<file path="src/rtl/uart_pkg.sv">
// Shared UART frame constants and FSM state encoding.
// Used by both the transmitter and the receiver.
package uart_pkg;

  localparam logic START_BIT  = 1'b0;
  localparam logic STOP_BIT   = 1'b1;
  localparam logic IDLE_LEVEL = 1'b1;

  typedef enum logic [1:0] {
    ST_IDLE,
    ST_START,
    ST_DATA,
    ST_STOP
  } uart_state_e;

  function automatic int cw(input int n);
    return (n > 1) ? $clog2(n) : 1;
  endfunction

endpackage

</file>
<file path="src/rtl/baud_counter.sv">
// Bit-time tick generator; counts while enabled and
// pulses bit_tick on the last cycle of each bit.
module baud_counter
  import uart_pkg::*;
#(
  parameter int CLKS_PER_BIT = 1
) (
  input  logic clk,
  input  logic reset,
  input  logic enable,
  output logic bit_tick
);

  localparam int CW = cw(CLKS_PER_BIT);
  localparam logic [CW-1:0] LAST = CW'(CLKS_PER_BIT - 1);

  logic [CW-1:0] r_cnt;

  assign bit_tick = enable && (r_cnt == LAST);

  always_ff @(posedge clk) begin
    if (!reset || !enable || bit_tick) begin
      r_cnt <= '0;
    end else begin
      r_cnt <= r_cnt + 1'b1;
    end
  end

endmodule

</file>
<file path="src/rtl/transmitter.sv">
// UART transmitter: start, LSB-first data, stop; one-entry
// holding buffer for gap-free back-to-back frames.
module transmitter
  import uart_pkg::*;
#(
  parameter int CLKS_PER_BIT = 1,
  parameter int DATA_BITS    = 8
) (
  input  logic                 clk,
  input  logic                 reset,
  input  logic                 tx_start,
  input  logic [DATA_BITS-1:0] tx_data,
  output logic                 tx_ready,
  output logic                 TXD,
  output logic                 tx_busy,
  output logic                 tx_done
);

  localparam int IW = cw(DATA_BITS);
  localparam logic [IW-1:0] LAST_IDX = IW'(DATA_BITS - 1);

  uart_state_e          r_state;
  uart_state_e          w_state_n;
  logic [DATA_BITS-1:0] r_shift;
  logic [DATA_BITS-1:0] w_shift_n;
  logic [DATA_BITS-1:0] r_buf;
  logic [DATA_BITS-1:0] w_buf_n;
  logic [IW-1:0]        r_idx;
  logic [IW-1:0]        w_idx_n;
  logic                 r_buf_valid;
  logic                 w_bv_n;
  logic                 r_txd;
  logic                 w_txd_n;
  logic                 w_tick;
  logic                 w_stop_end;
  logic                 w_ready;
  logic                 w_accept;

  baud_counter #(
    .CLKS_PER_BIT(CLKS_PER_BIT)
  ) u_baud (
    .clk     (clk),
    .reset   (reset),
    .enable  (r_state != ST_IDLE),
    .bit_tick(w_tick)
  );

  // The buffer frees on the last stop cycle, so a start
  // there is accepted on the same edge as the transfer.
  assign w_stop_end = (r_state == ST_STOP) && w_tick;
  assign w_ready    = !r_buf_valid || w_stop_end;
  assign w_accept   = tx_start && w_ready;

  always_comb begin
    w_state_n = r_state;
    w_shift_n = r_shift;
    w_idx_n   = r_idx;
    w_buf_n   = r_buf;
    w_bv_n    = r_buf_valid;
    unique case (r_state)
      ST_IDLE: begin
        if (w_accept) begin
          w_state_n = ST_START;
          w_shift_n = tx_data;
        end
      end
      ST_START: begin
        if (w_tick) begin
          w_state_n = ST_DATA;
          w_idx_n   = '0;
        end
      end
      ST_DATA: begin
        if (w_tick) begin
          w_shift_n = r_shift >> 1;
          if (r_idx == LAST_IDX) begin
            w_state_n = ST_STOP;
          end else begin
            w_idx_n = r_idx + 1'b1;
          end
        end
      end
      ST_STOP: begin
        if (w_tick) begin
          if (r_buf_valid) begin
            w_state_n = ST_START;
            w_shift_n = r_buf;
            w_bv_n    = 1'b0;
          end else if (w_accept) begin
            w_state_n = ST_START;
            w_shift_n = tx_data;
          end else begin
            w_state_n = ST_IDLE;
          end
        end
      end
      default: w_state_n = ST_IDLE;
    endcase
    if (w_accept && (r_state != ST_IDLE) &&
        (r_buf_valid || !w_stop_end)) begin
      w_buf_n = tx_data;
      w_bv_n  = 1'b1;
    end
  end

  always_comb begin
    w_txd_n = IDLE_LEVEL;
    unique case (w_state_n)
      ST_START: w_txd_n = START_BIT;
      ST_DATA:  w_txd_n = w_shift_n[0];
      ST_STOP:  w_txd_n = STOP_BIT;
      default:  w_txd_n = IDLE_LEVEL;
    endcase
  end

  always_ff @(posedge clk) begin
    if (!reset) begin
      r_state     <= ST_IDLE;
      r_shift     <= '0;
      r_idx       <= '0;
      r_buf       <= '0;
      r_buf_valid <= 1'b0;
      r_txd       <= IDLE_LEVEL;
    end else begin
      r_state     <= w_state_n;
      r_shift     <= w_shift_n;
      r_idx       <= w_idx_n;
      r_buf       <= w_buf_n;
      r_buf_valid <= w_bv_n;
      r_txd       <= w_txd_n;
    end
  end

  assign TXD      = r_txd;
  assign tx_busy  = (r_state != ST_IDLE);
  assign tx_done  = w_stop_end;
  assign tx_ready = w_ready;

endmodule
</file>
<file path="config.mk">
export PLATFORM = sky130hd
export DESIGN_NAME = transmitter
export DESIGN_NICKNAME = d
export VERILOG_FILES = /design/src/rtl/uart_pkg.sv /design/src/rtl/baud_counter.sv /design/src/rtl/transmitter.sv
export SDC_FILE = /design/constraint.sdc
export NUM_CORES = 1
export LEC_CHECK = 0
export CAP_MARGIN = 20
export CELL_PAD_IN_SITES_DETAIL_PLACEMENT = 1
export CELL_PAD_IN_SITES_GLOBAL_PLACEMENT = 2
export CORE_ASPECT_RATIO = 1.1
export CORE_MARGIN = 1
export CORE_UTILIZATION = 25
export DETAILED_ROUTE_END_ITERATION = 12
export HOLD_SLACK_MARGIN = 0.02
export PLACE_DENSITY_LB_ADDON = 0.2
export SLEW_MARGIN = 10
export SYNTH_ARGS = -nofsm -noshare
export SYNTH_HDL_FRONTEND = slang
export SYNTH_HIERARCHICAL = 1
export SYNTH_SLANG_ARGS = --single-unit
</file>
<file path="constraint.sdc">
create_clock -name clk -period 2.55 [get_ports clk]
set_clock_uncertainty 0.05 [all_clocks]
set_input_delay 0.765 -clock clk [delete_from_list [all_inputs] [get_ports clk]]
set_output_delay 0.765 -clock clk [all_outputs]
set_load 0.05 [all_outputs]
</file>
==> out/metrics.yaml, run 1 <==
status: "finished, final reports clean"
ys_ff_latch: 24
r2r_start: "r_state[1]$_SDFF_PN0_"
p_per_area_mw_per_mm2: 561
relSlewSlack_pct: 52.3
critical_path.slowest_cell: "dfxtp_1"
die_area_sq_mm: 0.00608
io_pins: 15
remaining_drc_errors: 0
p_leak_nw: 0.715
detail-route-antenna-nets: 0
rows: 28
fin_crit_ns: 2.42
cap_viol_max_count: 0
drtIter0Drc: 44
slowest_delay_ns: 0.36
antenna_found_initial: 0
drive_gt1_share_pct: 16.3
final_util_pct: 31.6
gr-total-overflow: 0
cts_inserted_buffers: 3
vias_per_cell: 5.20
end_kind: "primary output"
syn_nets: 179
ir_worst_vdd_uv: 177
cp.required_ns: 1.74
hpwlAfterDp_um: 3080
hold_violations: 0
synth_most_common_cell: "dfxtp_1"
place_congestion: 0.781
critPathLaunch: "r_state[1]$_SDFF_PN0_"
initial_core_util_pct: 26.4
core_sq_mm: 0.00547
critPathArrivalTime_ns: 1.61
cts_sinks: 24
criticalPathCategory: "flop to primary output"
ys_types: 45
synth_cells: 166
rsz0062_at_grt: "false"
clk_pin_slew_worst_paths_ns: 0.09
cts_root_buffer: "clkbuf_8"
ctsHoldBuffers: 0
port_buffers: 14
setup_viol: 0
path_cells: "or2_4 > nor2b_4 > nand3_2 > inv_2 > buf_12"
synth_enable_flop_cells: 0
layout.cells.non_filler: 253
synth_top_area_cell: "dfxtp_1"
firstDrtPassIters: 4
post_drt_wl_per_cell_um: 16.7
postCtsResizedCells: 0
diodes: 0
layout.nets: 192
cts_setup_buffers: 0
clock_latency_ns: 0.27
synthesis.area_sq_mm: 0.00144
wl_um: 4210
grt_max_degree: 25
cts_tree: "built"
synthArstFlopShare_pct: 0
fin_crit_sh_pct: 95.1
crit_path_max_fanout: 11
setup.worst_path.start_class: "flop"
syn_avg_cell_area_sq_um: 8.69
yosys_warnings: 6
htree_levels: 1
synthTopCellsByArea: "dfxtp_1 (33%), a21oi_1 (6.6%), o211a_1 (4.9%), a211oi_1 (4.2%), nor2b_1 (3.5%)"
cp_num_buf_inv: 2
track_usage_pct: 15.3
grt_pass1_vias: 1397
area_growth_pct: 19.8
ys.flop_type: "dfxtp_1"
maxSlewViolCount: 0
fin_setup_tns_ns: 0
crit_family: "simple AND/OR/NAND/NOR gates"
tightestPinTransition_ns: 0.715
max_freq_mhz: 413
dpl.cell_count: 249
dieWidth_um: 74.4
holdCritPathClass: "flop to flop"
clk_path_buf_depth: 2
vias: 1315
ys_top_cells_by_count: "dfxtp_1 (24), a21oi_1 (19), o21ai_0 (10)"
die_h_um: 81.7
ys_seq_area_share_pct: 33.3
grt_pass1_wl_um: 7080
yosys.area.top_type_share_pct: 33.3
hp-start: "r_buf[5]$_SDFFE_PN0P_"
==> final timing paths <==
check	endpoint	slack [ns]	depth (start not counted)
setup / recovery	tx_done	0.13	5
hold / removal	r_buf[5]$_SDFFE_PN0P_	0.43	2
setup reg to reg	r_shift[2]$_SDFFE_PN0P_	0.27	7
hold reg to reg	r_buf[5]$_SDFFE_PN0P_	0.43	2
==> flip-flops by register name (all words and copies together) (netlist names) <==
name	flops
TXD	1
r_buf	8
r_buf_valid	1
r_idx	3
r_shift	8
r_state	2
u_baud/r_cnt	1
==> metal layers <==
metal,part of all wire [%],up-vias,track usage (%)
met2,48,11,25.4
met4,0.69,0,5.09
met5,0,-,0
met1,50,669,20.4
met3,1.9,2,1.96
li1,-,633,-
==> cell usage in the layout (no fill, tap or decap), types with 2 or more instances in the layout <==
master / Yosys / layout
dfxtp_1: 24 / 24
a21oi_1: 19 / 19
clkdlybuf4s50_1: 0 / 11
o21ai_0: 10 / 10
nand3_1: 9 / 9
a211oi_1: 8 / 8
nor2b_1: 8 / 8
o211a_1: 7 / 7
and3_1: 7 / 7
nor2_1: 6 / 6
o211ai_1: 6 / 6
nand2_1: 5 / 5
o21ai_1: 5 / 5
buf_4: 5 / 5
inv_1: 4 / 4
clkbuf_8: 0 / 4
o21ai_2: 3 / 3
and2_1: 3 / 3
mux2i_1: 3 / 3
buf_12: 0 / 3
inv_2: 2 / 2
nor2b_4: 2 / 2
ha_1: 2 / 2
==> kinds of logic after synthesis <==
group / count (synthesis) / synth area share (%)
muxes: 4 / 2.86
buffers and inverters: 17 / 6.50
DFF: 24 / 33.3
other: 1 / 0.260
and+or+nand+nor: 49 / 21.3
xor gates and xnor gates: 1 / 0.607
AOI/OAI and AO/OA: 68 / 33.5
adders and majority gates: 2 / 1.73
==> power by group <==
part | leakage (nW) | total, mW | internal, mW | switching (mW)
Combinational | 0.490 | 0.280 | 0.117 | 0.163
Clock | 0.0288 | 0.269 | 0.138 | 0.131
Sequential | 0.196 | 0.420 | 0.404 | 0.0158
Total | 0.715 | 0.970 | 0.660 | 0.310
==> per-stage QoR <==
step	power [mW]	setup slack, ns	hold WS, ns	area, sq um
4_1_cts	0.983	0.0930	0.436	1730
3_3_place_gp	0.704	0.341	0.409	1670
6_report	0.970	0.126	0.433	1730
5_1_grt	1.02	0.00450	0.469	1730
3_5_place_dp	0.710	0.240	0.423	1670
2_1_floorplan	0.622	0.143	0.399	1440
==> area by class of cell <==
| class | count | area [sq um] |
|---|---|---|
| Tap cell | 75 | 93.8 |
| Multi-Input combinational cell | 125 | 868 |
| Sequential cell | 24 | 480 |
| Clock buffer | 4 | 55.1 |
| Inverter | 6 | 22.5 |
| Timing Repair Buffer | 19 | 208 |
| Fill cell | 654 | 3740 |
==> worst min-delay path, delay by kind of cell, from the launching register on <==
kind	cells	cell delay, ns
flip-flops	1	0.32
AO/OA/AOI/OAI	2	0.12
No activity file was read; power rests on OpenSTA's default activity.
==> run 2, diff against run 1 <==
- CTS_BUF_LIST: default -> sky130_fd_sc_hd__clkbuf_16
==> run 2 against run 1 <==
Against the previous run:
- clock power grew 29%
- register-to-register slack lost 0.02 ns
- die area is the same
- via count grew 0.61%
- sequential share of layout area shrank 0.38 points
==> out/metrics.yaml, run 2 (synthesized netlist as in run 1, its figures left out) <==
min_to: "r_buf[1]$_SDFFE_PN0P_"  # was r_buf[5]$_SDFFE_PN0P_
track_usage_pct: 15.4  # was 15.3%
initial_core_util_pct: 26.4  # unchanged
firstDrtPassIters: 4  # unchanged
place_congestion: 0.781  # unchanged
cts_inserted_buffers: 3  # unchanged
final_common_cell: "dfxtp_1"  # unchanged
port_buffers: 14  # unchanged
vias_per_cell: 5.23  # was 5.20
hold_violations: 0  # unchanged
final_cell_mix: "dfxtp_1 (24), a21oi_1 (19), clkdlybuf4s50_1 (11), o21ai_0 (10), nand3_1 (9)"  # unchanged
cp.required_ns: 1.74  # about the same
drtIter0Drc: 38  # was 44
dieWidth_um: 74.4  # unchanged
fin_crit_ns: 2.41  # was 2.42 ns
p_leak_nw: 0.725  # was 0.715 nW
cts_tree: "built"  # unchanged
detail-route-antenna-nets: 0  # unchanged
postCtsResizedCells: 0  # unchanged
die_area_sq_mm: 0.00608  # unchanged
whs_path_depth: 2  # unchanged
clk_path_buf_depth: 2  # unchanged
diodes: 0  # unchanged
top_regs: "r_buf (8), r_shift (8), r_idx (3)"  # unchanged
r2r_start: "r_state[1]$_SDFF_PN0_"  # unchanged
cts_root_buffer: "clkbuf_16"  # was clkbuf_8
p_per_area_mw_per_mm2: 598  # was 561 mW/mm^2
rrSetupSlack_ns: 0.25  # was 0.27 ns
cap_viol_max_count: 0  # unchanged
rows: 28  # unchanged
setup.worst_path.start_class: "flop"  # unchanged
io_pins: 15  # unchanged
criticalPathCategory: "flop to primary output"  # unchanged
cp_num_buf_inv: 2  # unchanged
crit_family: "simple AND/OR/NAND/NOR gates"  # unchanged
relSlewSlack_pct: 51.1  # was 52.3%
crit_path_max_fanout: 11  # unchanged
clock_latency_ns: 0.26  # was 0.27 ns
cts_sinks: 24  # unchanged
grt_max_degree: 25  # unchanged
vias: 1323  # was 1315
clk_pin_slew_worst_paths_ns: 0.06  # was 0.09 ns
grt_pass1_vias: 1384  # was 1397
antenna_found_initial: 0  # unchanged
drive_gt1_share_pct: 15.7  # was 16.3%
wl_um: 4250  # was 4210 um
hp-start: "r_buf[1]$_SDFFE_PN0P_"  # was r_buf[5]$_SDFFE_PN0P_
hpwlAfterDp_um: 3080  # unchanged
holdCritPathClass: "flop to flop"  # unchanged
nFillCells: 658  # was 654
grt_pass1_wl_um: 7050  # was 7080 um
ir_worst_vdd_uv: 243  # was 177 uV
htree_levels: 1  # unchanged
fin_crit_sh_pct: 94.6  # was 95.1%
post_drt_wl_per_cell_um: 16.8  # was 16.7 um
gr-total-overflow: 0  # unchanged
max_freq_mhz: 415  # was 413 MHz
status: "finished, final reports clean"  # unchanged
reg2reg_to: "r_shift[2]$_SDFFE_PN0P_"  # unchanged
maxSlewViolCount: 0  # unchanged
rsz0062_at_grt: "false"  # unchanged
total_power_mw: 1.05  # was 0.970 mW
setup_viol: 0  # unchanged
critical_path.slowest_cell: "dfxtp_1"  # unchanged
area_growth_pct: 21.4  # was 19.8%
ctsHoldBuffers: 0  # unchanged
layout.nets: 192  # unchanged
core_sq_mm: 0.00547  # unchanged
die_h_um: 81.7  # unchanged
end_kind: "primary output"  # unchanged
whs_ns: 0.428  # was 0.433 ns
path_cells: "or2_4 > nor2b_4 > nand3_2 > inv_2 > buf_12"  # unchanged
slowest_delay_ns: 0.34  # was 0.36 ns
remaining_drc_errors: 0  # unchanged
critPathArrivalTime_ns: 1.60  # was 1.61 ns
tightestPinTransition_ns: 0.734  # was 0.715 ns
worst-r2r-cell-count: 7  # unchanged
cts_setup_buffers: 0  # unchanged
fin_setup_tns_ns: 0  # unchanged
## run 2: cell count changes in the layout (fill, tap and decap cells not counted), sizes merged
cell    change
clkbuf      -1
clkinv      +1
## run 2: layout make-up
type | count | area, sq um | share of cell area (%)
Inverter | 6 | 22.5 | 1.29
Sequential cell | 24 | 480 | 27.4
Clock buffer | 3 | 75.1 | 4.29
Multi-Input combinational cell | 125 | 868 | 49.6
Clock inverter | 1 | 3.75 | 0.214
Tap cell | 75 | 93.8 | 5.36
Timing Repair Buffer | 19 | 208 | 11.9
## run 2: worst max path at each step
stage | startpoint | end | slack, ns | depth (start not counted)
6_report | r_state[1]$_SDFF_PN0_ | tx_done | 0.14 | 5
2_1_floorplan | r_state[0]$_SDFF_PN0_ | tx_ready | 0.14 | 6
3_3_place_gp | tx_start | TXD$_SDFF_PN1_ | 0.34 | 5
4_1_cts | r_state[1]$_SDFF_PN0_ | tx_done | 0.11 | 5
5_1_grt | r_state[1]$_SDFF_PN0_ | tx_done | 0.03 | 5
3_5_place_dp | tx_start | TXD$_SDFF_PN1_ | 0.24 | 5
## run 2: power breakdown
group	internal, mW	switching, mW	total (mW)	leakage (nW)
combinational	0.117	0.164	0.281	0.490
sequential	0.405	0.0159	0.421	0.196
clock	0.210	0.137	0.347	0.0385
## run 2: tightest hold or removal path, stage by stage, from the launching register on
cell and delay, ns:
dfxtp_1 0.30, o21ai_0 0.06, a21oi_1 0.06
## run 2: routing by layer
layer | global-route usage (%) | vias up | part of all wire, %
met5 | 0 | - | 0
met3 | 2.33 | 4 | 2.2
met4 | 4.53 | 0 | 0.87
met1 | 20.3 | 668 | 50
li1 | - | 634 | -
met2 | 25.6 | 17 | 47
## run 2: stage by stage
stage / worst slack, ns / cells / cell area (sq um) / utilization, %
floorplan: 0.143 / 166 / 1440 / -
global placement: 0.341 / 249 / 1670 / 30.6
detailed placement: 0.240 / 249 / 1670 / 30.6
CTS: 0.107 / 253 / 1750 / 32.1
global route: 0.0339 / 253 / 1750 / 32.1
finish: 0.138 / 253 / 1750 / 32.1
==> run 3, diff against run 2 <==
- ABC_CLOCK_PERIOD_IN_PS: default -> 2550
- CORE_UTILIZATION: 25 -> 37
- GPL_ROUTABILITY_DRIVEN: default -> 0
==> run 3 against run 2 <==
Against the previous run:
- critical path depth is the same
- sequential share of layout area is essentially flat
- final area grew 0.14%
- global-route usage grew 6.7 points
- register-to-register slack gained 0.28 ns
- critical endpoint unchanged
==> out/metrics.yaml, run 3 (synthesized netlist as in run 1, its figures left out) <==
drtIter0Drc: 18  # was 38
criticalPathCategory: "flop to primary output"  # unchanged
clock_latency_ns: 0.26  # about the same
cp.required_ns: 1.74  # about the same
end_kind: "primary output"  # unchanged
dieWidth_um: 61.5  # was 74.4 um
slowest_delay_ns: 0.33  # was 0.34 ns
setup.worst_path.start_class: "flop"  # unchanged
post_drt_wl_per_cell_um: 17.4  # was 16.8 um
vias_per_cell: 5.62  # was 5.23
cts_inserted_buffers: 3  # unchanged
max_freq_mhz: 427  # was 415 MHz
final_common_cell: "dfxtp_1"  # unchanged
layout.nets: 193  # was 192
port_buffers: 14  # unchanged
status: "finished, final reports clean"  # unchanged
core_sq_mm: 0.00368  # was 0.00547 sq mm
drive_gt1_share_pct: 16.8  # was 15.7%
r2r_start: "r_state[1]$_SDFF_PN0_"  # unchanged
area_growth_pct: 21.6  # was 21.4%
top_regs: "r_buf (8), r_shift (8), r_idx (3)"  # unchanged
diodes: 0  # unchanged
dpl.cell_count: 225  # was 249
final_area_sq_mm: 0.00175  # about the same
ir_worst_vdd_uv: 249  # was 243 uV
maxSlewViolCount: 0  # unchanged
remaining_drc_errors: 0  # unchanged
seq_area_sq_um: 480  # unchanged
hold_violations: 0  # unchanged
crit_family: "simple AND/OR/NAND/NOR gates"  # unchanged
fin_crit_sh_pct: 91.9  # was 94.6%
critical_path.slowest_cell: "dfxtp_1"  # unchanged
cts_setup_buffers: 0  # unchanged
vias: 1287  # was 1323
dpl_cell_area_sq_mm: 0.00165  # was 0.00167 sq mm
multi_input_area_sq_um: 868  # unchanged
postCtsResizedCells: 0  # unchanged
die_h_um: 67.5  # was 81.7 um
io_pins: 15  # unchanged
layout.cells.non_filler: 229  # was 253
fin_crit_ns: 2.34  # was 2.41 ns
p_per_area_mw_per_mm2: 658  # was 598 mW/mm^2
rows: 23  # was 28
hpwlAfterDp_um: 2880  # was 3080 um
hp-start: "r_buf[6]$_SDFFE_PN0P_"  # was r_buf[1]$_SDFFE_PN0P_
track_usage_pct: 22.1  # was 15.4%
initial_core_util_pct: 39.2  # was 26.4%
die_area_sq_mm: 0.00415  # was 0.00608 sq mm
clk_pin_slew_worst_paths_ns: 0.06  # about the same
cts_tree: "built"  # unchanged
ctsHoldBuffers: 0  # unchanged
rsz0062_at_grt: "false"  # unchanged
clk_path_buf_depth: 2  # unchanged
tightestPinTransition_ns: 0.619  # was 0.734 ns
gr-total-overflow: 0  # unchanged
grt_pass1_wl_um: 6630  # was 7050 um
cp_num_buf_inv: 2  # unchanged
final_cell_mix: "dfxtp_1 (24), a21oi_1 (19), clkdlybuf4s50_1 (11), o21ai_0 (10), nand3_1 (9)"  # unchanged
grt_pass1_vias: 1370  # was 1384
path_cells: "or2_4 > nor2b_4 > nand3_2 > inv_2 > buf_12"  # unchanged
relSlewSlack_pct: 58.7  # was 51.1%
nFillCells: 456  # was 658
grt_max_degree: 25  # unchanged
p_leak_nw: 0.741  # was 0.725 nW
cap_viol_max_count: 0  # unchanged
wl_um: 3990  # was 4250 um
fin_setup_tns_ns: 0  # unchanged
cts_sinks: 24  # unchanged
firstDrtPassIters: 4  # unchanged
setup_viol: 0  # unchanged
detail-route-antenna-nets: 0  # unchanged
critPathLaunch: "r_state[1]$_SDFF_PN0_"  # unchanged
crit_path_max_fanout: 10  # was 11
cts_root_buffer: "clkbuf_16"  # unchanged
critPathArrivalTime_ns: 1.53  # was 1.60 ns
antenna_found_initial: 0  # unchanged
holdCritPathClass: "flop to flop"  # unchanged
htree_levels: 1  # unchanged
==> run 3: cell types whose count changed in the layout (fill, tap and decap cells not counted) <==
cell,delta
bufinv_16,+1
buf_4,+1
clkinv_1,-1
==> run 3: per-stage QoR <==
stage	setup WS (ns)	utilization [%]	hold WS [ns]	total power, mW
4_1_cts	0.208	47.6	0.431	1.17
6_report	0.207	47.6	0.427	1.15
5_1_grt	0.103	47.6	0.463	1.20
2_1_floorplan	0.143	-	0.399	0.622
3_3_place_gp	0.340	44.8	0.414	0.693
3_5_place_dp	0.287	44.8	0.422	0.705
==> run 3: worst paths after layout <==
kind | to | slack, ns | depth (start not counted)
hold / removal | r_buf[6]$_SDFFE_PN0P_ | 0.43 | 2
hold reg to reg | r_buf[6]$_SDFFE_PN0P_ | 0.43 | 2
setup / recovery | tx_done | 0.21 | 5
setup reg to reg | r_shift[5]$_SDFFE_PN0P_ | 0.53 | 7
==> run 3: final cells by class <==
cell class / instances / area share (%)
Multi-Input combinational cell: 125 / 49.5
Sequential cell: 24 / 27.4
Timing Repair Buffer: 20 / 12.3
Clock buffer: 3 / 4.28
Tap cell: 50 / 3.57
Clock inverter: 1 / 1.71
Inverter: 6 / 1.28
==> run 3: routing by layer <==
metal	GRT usage, %	part of all wire (%)	wire length, um
met1	27.1	43	1710
met2	39.0	54	2150
met3	2.68	1.6	62
met4	7.50	1.5	58
met5	0	0	0
==> run 3: power by group <==
| group | total [mW] | switching, mW | internal, mW |
|---|---|---|---|
| combinational | 0.271 | 0.154 | 0.117 |
| clock | 0.458 | 0.145 | 0.313 |
| sequential | 0.425 | 0.0205 | 0.405 |
| total | 1.15 | 0.320 | 0.834 |
==> run 3: tightest hold or removal path: stages, from the launching register on <==
cell and delay [ns]:
dfxtp_1 0.30, o21ai_0 0.07, a21oi_1 0.06
